### config.mk
export PLATFORM = sky130hd
export DESIGN_NAME = mux_share_arbiter
export DESIGN_NICKNAME = d
export VERILOG_FILES = /design/src/rtl/mux_share_arbiter.sv
export SDC_FILE = /design/constraint.sdc
export NUM_CORES = 1
export LEC_CHECK = 0
export ABC_AREA = 1
export CORE_ASPECT_RATIO = 1.1
export CORE_MARGIN = 1.5
export CORE_UTILIZATION = 45
export DETAILED_ROUTE_END_ITERATION = 10
export PLACE_DENSITY = 0.86
export SYNTH_ARGS = -nofsm -noshare
export SYNTH_HDL_FRONTEND = slang
export SYNTH_SLANG_ARGS = --single-unit
### constraint.sdc
create_clock -name clk -period 2 [get_ports clk]
set_input_delay 0.3 -clock clk [delete_from_list [all_inputs] [get_ports clk]]
set_output_delay 0.3 -clock clk [all_outputs]
set_load 0.02 [all_outputs]
### src/rtl/mux_share_arbiter.sv
// Round-robin arbiter sharing one WIDTH-bit 2:1 mux between requesters A and B.
// Registers the selected beat onto data_out/valid_out; MAX_HOLD bounds contested ownership.
module mux_share_arbiter #(
    parameter int unsigned WIDTH    = 8,
    parameter int unsigned MAX_HOLD = 4
) (
    input  logic             clk,
    input  logic             rst_n,
    input  logic             req_a,
    input  logic [WIDTH-1:0] data_a,
    input  logic             req_b,
    input  logic [WIDTH-1:0] data_b,
    output logic             gnt_a,
    output logic             gnt_b,
    output logic             sel,
    output logic [WIDTH-1:0] data_out,
    output logic             valid_out
);

    localparam int unsigned   CW         = (MAX_HOLD > 1) ? $clog2(MAX_HOLD) : 1;
    localparam logic [CW-1:0] HOLD_LIMIT = CW'(MAX_HOLD - 1);
    localparam logic          OWNER_A    = 1'b0;
    localparam logic          OWNER_B    = 1'b1;

    typedef enum logic [1:0] {
        IDLE    = 2'd0,
        GRANT_A = 2'd1,
        GRANT_B = 2'd2
    } state_t;

    state_t          state;
    state_t          state_next;
    logic [CW-1:0]   hold_cnt;
    logic [CW-1:0]   hold_next;
    logic            last_owner;
    logic            last_next;
    logic            beat;
    logic            sel_next;
    logic [WIDTH-1:0] beat_data;

    // State, hold counter and datapath registers.
    always_ff @(posedge clk or negedge rst_n) begin
        if (!rst_n) begin
            state      <= IDLE;
            hold_cnt   <= '0;
            last_owner <= OWNER_B;
            gnt_a      <= 1'b0;
            gnt_b      <= 1'b0;
            sel        <= 1'b0;
            valid_out  <= 1'b0;
            data_out   <= '0;
        end else begin
            state      <= state_next;
            hold_cnt   <= hold_next;
            last_owner <= last_next;
            gnt_a      <= (state_next == GRANT_A);
            gnt_b      <= (state_next == GRANT_B);
            sel        <= sel_next;
            valid_out  <= beat;
            if (beat) begin
                data_out <= beat_data;
            end
        end
    end

    // Next-state, beat detection and hold accounting.
    always_comb begin
        state_next = state;
        hold_next  = hold_cnt;
        last_next  = last_owner;
        beat       = 1'b0;
        beat_data  = (state == GRANT_B) ? data_b : data_a;

        case (state)
            IDLE: begin
                if (req_a && req_b) begin
                    state_next = (last_owner == OWNER_A) ? GRANT_B : GRANT_A;
                end else if (req_a) begin
                    state_next = GRANT_A;
                end else if (req_b) begin
                    state_next = GRANT_B;
                end
            end
            GRANT_A: begin
                if (!req_a) begin
                    state_next = req_b ? GRANT_B : IDLE;
                end else begin
                    beat = 1'b1;
                    if (req_b && (hold_cnt == HOLD_LIMIT)) begin
                        state_next = GRANT_B;
                    end else if (hold_cnt != HOLD_LIMIT) begin
                        hold_next = hold_cnt + CW'(1);
                    end
                end
            end
            GRANT_B: begin
                if (!req_b) begin
                    state_next = req_a ? GRANT_A : IDLE;
                end else begin
                    beat = 1'b1;
                    if (req_a && (hold_cnt == HOLD_LIMIT)) begin
                        state_next = GRANT_A;
                    end else if (hold_cnt != HOLD_LIMIT) begin
                        hold_next = hold_cnt + CW'(1);
                    end
                end
            end
            default: state_next = IDLE;
        endcase

        // Any ownership change restarts the hold window; IDLE keeps last_owner.
        if (state_next != state) begin
            hold_next = '0;
        end
        if ((state_next == GRANT_A) && (state != GRANT_A)) begin
            last_next = OWNER_A;
        end
        if ((state_next == GRANT_B) && (state != GRANT_B)) begin
            last_next = OWNER_B;
        end

        case (state_next)
            GRANT_A: sel_next = 1'b0;
            GRANT_B: sel_next = 1'b1;
            default: sel_next = sel;
        endcase
    end

endmodule

# --- After elaboration in Yosys (flattened, before gate mapping) ---
# Cells that the tools add are included.
totals:
  n_memories: 0
  ram_bits: 0
  inputBits: 20
  latch_bits: 0
  out_inout_bits: 12
  mem_bits_ro: 0
  regBits: 17
op_classes:
  muxes: 25
  bitwise: 0
  reduce_logical: 10
  div_mod_pow: 0
  mul: 0
  addsub: 1
  eq_ne: 13
  shift: 0
  n_lt_le_gt_ge: 0
ops:
  columns: ["op", "count"]
  rows:
  - ["$mux W2", 15]
  - ["$mux W8", 1]
  - ["$eq A2 B2 Y1 const B", 3]
  - ["$ne A3 B2 Y1 const B", 2]
  - ["$ne A3 B3 Y1 const B", 2]
  - ["$pmux W2 S3", 1]
  - ["$logic_and A1 B1 Y1", 5]
  - ["$mux W1", 5]
  - ["$reduce_and A5 Y1", 1]
  - ["$eq A2 B1 Y1 const B", 2]
  - ["$ne A2 B2 Y1 const B", 2]
  - ["$pmux W1 S2", 2]
  - ["$pmux W2 S2", 1]
  - ["$reduce_bool A2 Y1", 2]
  - ["$reduce_bool A3 Y1", 1]
  - ["$add A2 B1 Y2 const B", 1]
  - ["$logic_not A2 Y1", 1]
  - ["$ne A2 B1 Y1 const B", 1]
  - ["$ne A2 B2 Y1", 1]

# --- Longest topological paths before layout ---
# Gate-level depths: netlist of run 1.
depth:
  depth_word: 9
  mapped_depth: 12

# --- Least setup slack after synthesis of run 1 ---
# No wires, ideal clock.
synth_path:
  path_kind: "reg-to-reg"
  startpoint: "reg state[0]"
  endpoint: "reg sel"
  setup_slack_ns: 0.257
  path_stages_with_launch: 10
  period_less_slack_ns: 1.743
  n_path_buf: 1
  arrival_ns: 1.617
  setup_time_ns: 0.126
  path_cell_list: "dfrtp_1 -> inv_1 -> ha_1 -> buf_6 -> nand3_1 -> nand3_2 -> nand2_2 -> ha_1 -> nand2_1 -> o21ai_0"
synth_between:
  elab_chain_cells: 6
  word_cells_on_any_way: 15
  cone_classes: "eq/ne (4); mux (9); reduce/logical (2)"
synth_lines:
  columns: ["element", "line_no", "rtl"]
  rows:
  - ["from (decl)", "31", "state_t state;"]
  - ["from (signal assigned)", "53", "state <= state_next;"]
  - ["$mux W2", "80", "end else if (req_b) begin"]
  - ["$mux W2", "78", "end else if (req_a) begin"]
  - ["$mux W2", "76", "if (req_a && req_b) begin"]
  - ["$pmux W2 S3 (*)", "74", "case (state)"]
  - ["$eq A2 B2 Y1 / $eq A2 B1 Y1 (equally long branches)", "122", "case (state_next)"]
  - ["$pmux W1 S2 / $reduce_bool A2 Y1 (equally long branches)", null, null]
  - ["to (signal assigned)", "58", "sel <= sel_next;"]
  - ["to (decl)", "15", "output logic sel,"]
# Mark *: on every way between the ends. The rest lies on a longest branch, timed or not.
# A chain may end at the register's enable or synchronous reset.

# --- Worst setup path in the final report of run 1 ---
layout_path:
  startpoint: "reg state[1]"
  endpoint: "reg sel"
layout_between:
  elab_chain_cells: 6
  word_cells_on_any_way: 15
  cone_classes: "eq/ne (4); mux (9); reduce/logical (2)"
layout_lines:
  columns: ["element", "line_no", "rtl"]
  rows:
  - ["$mux W2", "80", null]
  - ["$mux W2", "78", null]
  - ["$mux W2", "76", null]
  - ["$pmux W2 S3 (*)", "74", null]
  - ["net state_next[1]", "32", "state_t state_next;"]
  - ["$eq A2 B2 Y1 / $eq A2 B1 Y1 (equally long branches)", "122", null]
  - ["$pmux W1 S2 / $reduce_bool A2 Y1 (equally long branches)", null, null]
# Mark *: on every way through the listed nets, which the timed path passes. The rest lies on a longest branch.

==> results of run 1 <==
==> final cells by class <==
cell class,count,area share
Multi-Input combinational cell,74,0.3583
Sequential cell,17,0.3167
Timing Repair Buffer,34,0.2463
Inverter,12,0.03333
Tap cell,28,0.02593
Clock buffer,4,0.01944
==> kinds of logic after synthesis <==
| group | after synthesis |
|---|---|
| DFF | 17 |
| muxes | 9 |
| AOI/OAI and AO/OA | 14 |
| xor gates and xnor gates | 1 |
| and+or+nand+nor | 43 |
| buffers and inverters | 15 |
| adders and majority gates | 7 |
==> sequential cells by signal (all words and copies together) (netlist names) <==
register    count
gnt_a           1
hold_cnt        2
state           2
gnt_b           1
valid_out       1
data_out        8
sel             1
last_owner      1
==> power by group through the flow <==
stage                     Clock, W  Combinational, W  Sequential, W
after floorplan                  0          0.000619       0.000716
after detailed placement         0           0.00114       0.000595
after global placement           0           0.00109       0.000591
final                     0.000187           0.00115       0.000595
after global routing      0.000207           0.00126       0.000614
after CTS                 0.000188           0.00115       0.000594
==> worst max-delay path, stage by stage (launching register included) <==
cell and delay (ns):
dfrtp_2 0.46, inv_1 0.14, ha_2 0.23, inv_1 0.09, nor2_1 0.14, nand2_1 0.08, nand3_2 0.08, nand2_2 0.06
inv_1 0.09, ha_1 0.24, nand2_1 0.07, o21ai_1 0.06
==> cell usage after synthesis <==
master	count
nand2_2	6
buf_4	1
inv_1	11
dfrtp_1	16
a21oi_1	8
a21boi_4	1
nand3_2	2
a21oi_2	1
buf_6	2
nand2_1	14
dfstp_2	1
mux2_1	1
o21ai_0	2
xor2_1	1
nand4_1	2
o21ai_1	1
mux2i_1	8
nor2_1	12
o21ai_2	1
nand3_1	7
inv_2	1
ha_1	7
==> metrics by stage <==
stage | power, W | hold slack, ns | utilization | setup slack [ns] | cells
2_1_floorplan | 0.001336 | 0.004409 | - | 0.2568 | 106
3_3_place_gp | 0.001682 | 0.4739 | 0.6471 | 0.1174 | 165
3_5_place_dp | 0.001737 | 0.4871 | 0.6471 | 0.004581 | 165
4_1_cts | 0.001930 | 0.3304 | 0.6599 | 0.1045 | 169
5_1_grt | 0.002081 | 0.3328 | 0.6618 | 0.02978 | 169
6_report | 0.001928 | 0.3153 | 0.6618 | 0.1566 | 169
==> worst min path at each step <==
| stage | to | startpoint | slack (ns) |
|---|---|---|---|
| after detailed placement | last_owner$_DFFE_PN1P_ | last_owner$_DFFE_PN1P_ | 0.49 |
| after CTS | valid_out$_DFF_PN0_ | rst_n | 0.33 |
| final | sel$_DFFE_PN0P_ | rst_n | 0.32 |
| after floorplan | data_out[0]$_DFFE_PN0P_ | rst_n | 0.004 |
| after global routing | gnt_b$_DFF_PN0_ | rst_n | 0.33 |
| after global placement | sel$_DFFE_PN0P_ | sel$_DFFE_PN0P_ | 0.47 |
==> layer usage <==
layer,GRT usage,share of wire,routed length (um)
met5,0,0,0
met4,0.06757,0.0099,21
met3,0.04861,0.060,127
met2,0.3198,0.50,1046
met1,0.2584,0.43,916
==> what timing repair did <==
item,CTS,global route
endpoints found under the setup margin,0,1
setup buffers,0,0
resized for setup,0,3
==> impl_metrics.toml, run 1 <==
[cts]
clk_pin_slew_worst_paths_ns = 0.10
cts-buffers-inserted = 3
post_cts_hold_fix_bufs = 0
cts_sinks = 17
cts_tree = "done"
library_cell_used_as_clock_root_buffer = "clkbuf_4"
clock_insertion_delay_worst_skew_ns = 0.29
htree_levels = 1
cts-root-to-sink-buffers = 2

[critical_path]
biggest_fanout_along_the_worst_timing_path = 6
criticalPathCategory = "reg2reg"
kind_of_start_point_of_the_critical_path = "flip-flop"
cp-end-kind = "flip-flop"
crit-reg2reg-capture = "sel$_DFFE_PN0P_"
worst_ep_arrival_time_ns = 2.04
worst_r2r_startpoint = "state[1]$_DFF_PN0_"
regToRegSetupSlack_ns = 0.16
r2r_cells = 11
worstSetupEndpoint = "sel$_DFFE_PN0P_"
worst_ep_required_time_ns = 2.19
crit_start = "state[1]$_DFF_PN0_"

[pwr]
internal-power_w = 0.001093
power_density_over_the_cells_mw_per_mm2 = 1427
power_switching_share = 0.4331
worst_ir_drop_vdd_mv = 0.8537
power_switching_w = 0.0008350
pwr-share-seq = 0.309
power_leakage_nw = 0.6207
power.share.clock = 0.097
comb_power_share = 0.594

[placed_design]
port-buffer-count = 31
gp_routability_congestion = 0.7705
post-dp-hpwl_um = 1646
placed_cell_area_mm2 = 0.001321

[route]
drt-wirelength-per-cell_um = 12.49
drt_iter0_markers = 21
detail_route.drc_violations = 0
finalWirelength_um = 2111
avgViaCountPerCell = 5.036
routed-via-count = 851
ant_nets = 0
drt_first_pass_iters = 4

[sta]
hold_viol_final = 0
grt_setup_unrepaired = "false"
fin_worst_skew_ns = 0.006775
final_min_period_over_clock_period = 0.9217
max_clock_freq_ghz = 0.5425
final.setup.tns_ns = 0
finalMaxSlewViolations = 0
timing.final.setup_violations = 0
timing.slew.headroom = 0.7148
max_slew.worst_pin.slew_ns = 0.4267
timing.final.crit_period_ns = 1.843

[die]
std_cell_rows = 17
die-width_um = 47.58
initial_core_util = 0.4816
dieArea_mm2 = 0.002475
chipHeight_um = 52.03
boundaryPins = 32
core_mm2 = 0.002042

[global_route]
grt_usage = 0.1994
grt_pass1_wl_um = 3491
grt_start_max_net_pins = 18
gr-total-overflow = 0
initial_antenna_violation_count = 0
first_global_vias = 827

[finish]
flow.area_growth_from_synthesis_pct = 37.41
multi_input_area_um2 = 484.2
layout_common_cells = "31 x clkdlybuf4s50_1, 15 x dfrtp_1, 14 x nand2_1, 12 x nor2_1, 11 x inv_1"
nFillCells = 183
antennaDiodeCount = 0
nets = 169
fraction_of_final_layout_cells_sized_beyond_drive_strength_1 = 0.1489
seq_area_um2 = 427.9
final_cell_area_mm2 = 0.001351
most_frequent_standard_cell_in_the_layout_excluding_fill_and_tap_cells = "clkdlybuf4s50_1"

[logic_synthesis]
synth_xor_xnor_area_share = 0.008906
netlist.area_leader.share = 0.4071
post_synth_num_cell_types = 22
post_synth_and_or_nand_nor_area_fraction = 0.2061
cell_area_synth_um2 = 983.4
multiplexer_fraction_of_the_synthesized_cell_area = 0.09288
post_synth.cell_area_avg_um2 = 9.278
yosys-top-cells-area = "dfrtp_1 41%, ha_1 8.9%, mux2i_1 8.1%, nand2_1 5.3%, nor2_1 4.6%"
synth_fa_ha_area_frac = 0.08906
ys_seq_elements = 17
synth-compound-area-share = 0.09288
yosysWarningCount = 0
synth-seq-area-share = 0.4338
synthesis.instances = 106
yosysTopAreaCell = "dfrtp_1"
synth_top_family_by_area = "simple AND/OR/NAND/NOR gates"
synth_nets = 133

[outcome]
outcome = "finished, final reports clean"

[min_path]
hold_path.class = "in2async"

[run]
drv_cap = 0
(Power assumes the default switching activity.)
==> inputs of run 2 (changes only) <==
Settings changed: CTS_CLUSTER_SIZE set to 20.
Clock period 2 ns to 2.1 ns, I/O delays scaled along.
==> impl_metrics.toml, run 2 (synthesis gave the netlist of run 1 again) <==
[cts]
post_cts_hold_fix_bufs = 0
clock_insertion_delay_worst_skew_ns = 0.30
htree_levels = 1
clk_pin_slew_worst_paths_ns = 0.10
cts_sinks = 17
cts.repair.resized = 0
cts-buffers-inserted = 3
library_cell_used_as_clock_root_buffer = "clkbuf_4"
cts-root-to-sink-buffers = 2
cts_tree = "done"
post_cts_buffers = 0

[critical_path]
criticalPathCategory = "reg2reg"
biggest_fanout_along_the_worst_timing_path = 6
cp_slowest_cell = "dfrtp_1"
regToRegSetupSlack_ns = 0.22
crit_path_max_incr_delay_ns = 0.46
path_buf_inv = 3
worst_r2r_startpoint = "state[1]$_DFF_PN0_"
critical_path_s_most_frequent_cell = "inv_1"
kind_of_start_point_of_the_critical_path = "flip-flop"
worstSetupEndpoint = "sel$_DFFE_PN0P_"
crit-reg2reg-capture = "sel$_DFFE_PN0P_"
worst_ep_arrival_time_ns = 2.06
crit_start = "state[1]$_DFF_PN0_"
cp-end-kind = "flip-flop"
r2r_cells = 11
cpLargestDelayFamily = "adder cells"
critical_path_cell_count = 11
worst_ep_required_time_ns = 2.28
crit_chain = "inv_1 > ha_1 > inv_1 > nor2_1 > nand2_1 > nand3_2 > nand2_2 > inv_1 > ha_1 > nand2_1 > o21ai_0"

[route]
drt_first_pass_iters = 4
drt_iter0_markers = 4
ant_nets = 0
detail_route.drc_violations = 0
finalWirelength_um = 2184
drt-wirelength-per-cell_um = 12.92
avgViaCountPerCell = 4.976
routed-via-count = 841

[finish]
flow.area_growth_from_synthesis_pct = 37.02
most_frequent_standard_cell_in_the_layout_excluding_fill_and_tap_cells = "clkdlybuf4s50_1"
fraction_of_final_layout_cells_sized_beyond_drive_strength_1 = 0.1348
antennaDiodeCount = 0
max_flop_register = "data_out"
number_of_flip_flops_under_the_largest_register_name = 8
nets = 169
largest_registers = "data_out (8), hold_cnt (2), state (2)"
layout_common_cells = "31 x clkdlybuf4s50_1, 16 x dfrtp_1, 14 x nand2_1, 12 x nor2_1, 11 x inv_1"
final_cell_area_mm2 = 0.001348
final_core_utilization = 0.6599
nFillCells = 178

[pwr]
power_switching_w = 0.0007994
power_leakage_nw = 0.6236
worst_ir_drop_vdd_mv = 0.7716
power_switching_share = 0.4358
comb_power_share = 0.593
fin_total_pwr_w = 0.001835
internal-power_w = 0.001035
power_density_over_the_cells_mw_per_mm2 = 1361
power.share.clock = 0.097
pwr-share-seq = 0.310

[sta]
max_slew.worst_pin.slew_ns = 0.4348
max_clock_freq_ghz = 0.5324
final.setup.tns_ns = 0
final_min_period_over_clock_period = 0.8945
grt_setup_unrepaired = "false"
timing.final.crit_period_ns = 1.878
hold_viol_final = 0
timing.final.setup_violations = 0
finalMaxSlewViolations = 0
timing.slew.headroom = 0.7094
fin_worst_skew_ns = 0.007580

[die]
boundaryPins = 32
chipHeight_um = 52.03
initial_core_util = 0.4816
core_mm2 = 0.002042
std_cell_rows = 17
dieArea_mm2 = 0.002475
die-width_um = 47.58

[placed_design]
gp_routability_congestion = 0.8545
port-buffer-count = 31
placed_cell_area_mm2 = 0.001321
post-dp-hpwl_um = 1740

[global_route]
initial_antenna_violation_count = 0
grt_usage = 0.2143
first_global_vias = 894
grt_pass1_wl_um = 3691
gr-total-overflow = 0
grt_start_max_net_pins = 18

[min_path]
hold_path.class = "in2async"

[outcome]
outcome = "finished, final reports clean"

[run]
drv_cap = 0
==> run 2: cell counts in the layout (fill, tap and decap cells not counted) <==
Identical to the previous run, type by type.
==> run 2: layer usage <==
layer,vias to the layer above,global-route usage,part of all wire
met5,-,0,0
met2,29,0.3671,0.52
li1,415,-,-
met4,0,0.1081,0.022
met1,393,0.2388,0.40
met3,4,0.04861,0.063
==> run 2: area by class of cell <==
cell class	count	area, um2	area share
multi-input cells	74	481.7	0.3575
clock buffers	4	26.28	0.01950
repair buffers	34	332.8	0.2470
well taps	28	35.03	0.02600
flip-flops and latches	17	426.7	0.3166
inverters	12	45.04	0.03343
==> run 2: how the worst min path moves through the flow <==
| stage | to | slack [ns] | depth (start not counted) |
|---|---|---|---|
| final | hold_cnt[0]$_DFFE_PN0P_ | 0.33 | 2 |
| after CTS | valid_out$_DFF_PN0_ | 0.34 | 2 |
| after floorplan | data_out[0]$_DFFE_PN0P_ | 0.02 | 0 |
| after detailed placement | last_owner$_DFFE_PN1P_ | 0.49 | 2 |
| after global placement | sel$_DFFE_PN0P_ | 0.47 | 2 |
| after global routing | gnt_b$_DFF_PN0_ | 0.36 | 2 |
==> run 2: power by group through the flow <==
stage               Sequential, W  Combinational (W)  Clock (W)
floorplan                0.000682           0.000590          0
global placement         0.000563            0.00104          0
detailed placement       0.000570            0.00109          0
CTS                      0.000568            0.00110   0.000185
global route             0.000583            0.00120   0.000194
finish                   0.000568            0.00109   0.000178
==> run 2: stage by stage <==
stage                     worst slack [ns]  std cells  hold WS (ns)
final                               0.2216        169        0.3313
after global routing               0.02362        169        0.3636
after CTS                           0.2242        169        0.3368
after detailed placement           0.09369        165        0.4902
after global placement              0.1995        165        0.4712
after floorplan                     0.3568        106       0.01941
==> run 2: worst register-to-register path: cells and delay by family (launching register included) <==
| kind | cells | cell delay, ns |
|---|---|---|
| fa+ha+maj | 2 | 0.52 |
| flops | 1 | 0.46 |
| simple gates | 5 | 0.39 |
| buf+inv | 3 | 0.32 |
| compound gates | 1 | 0.08 |
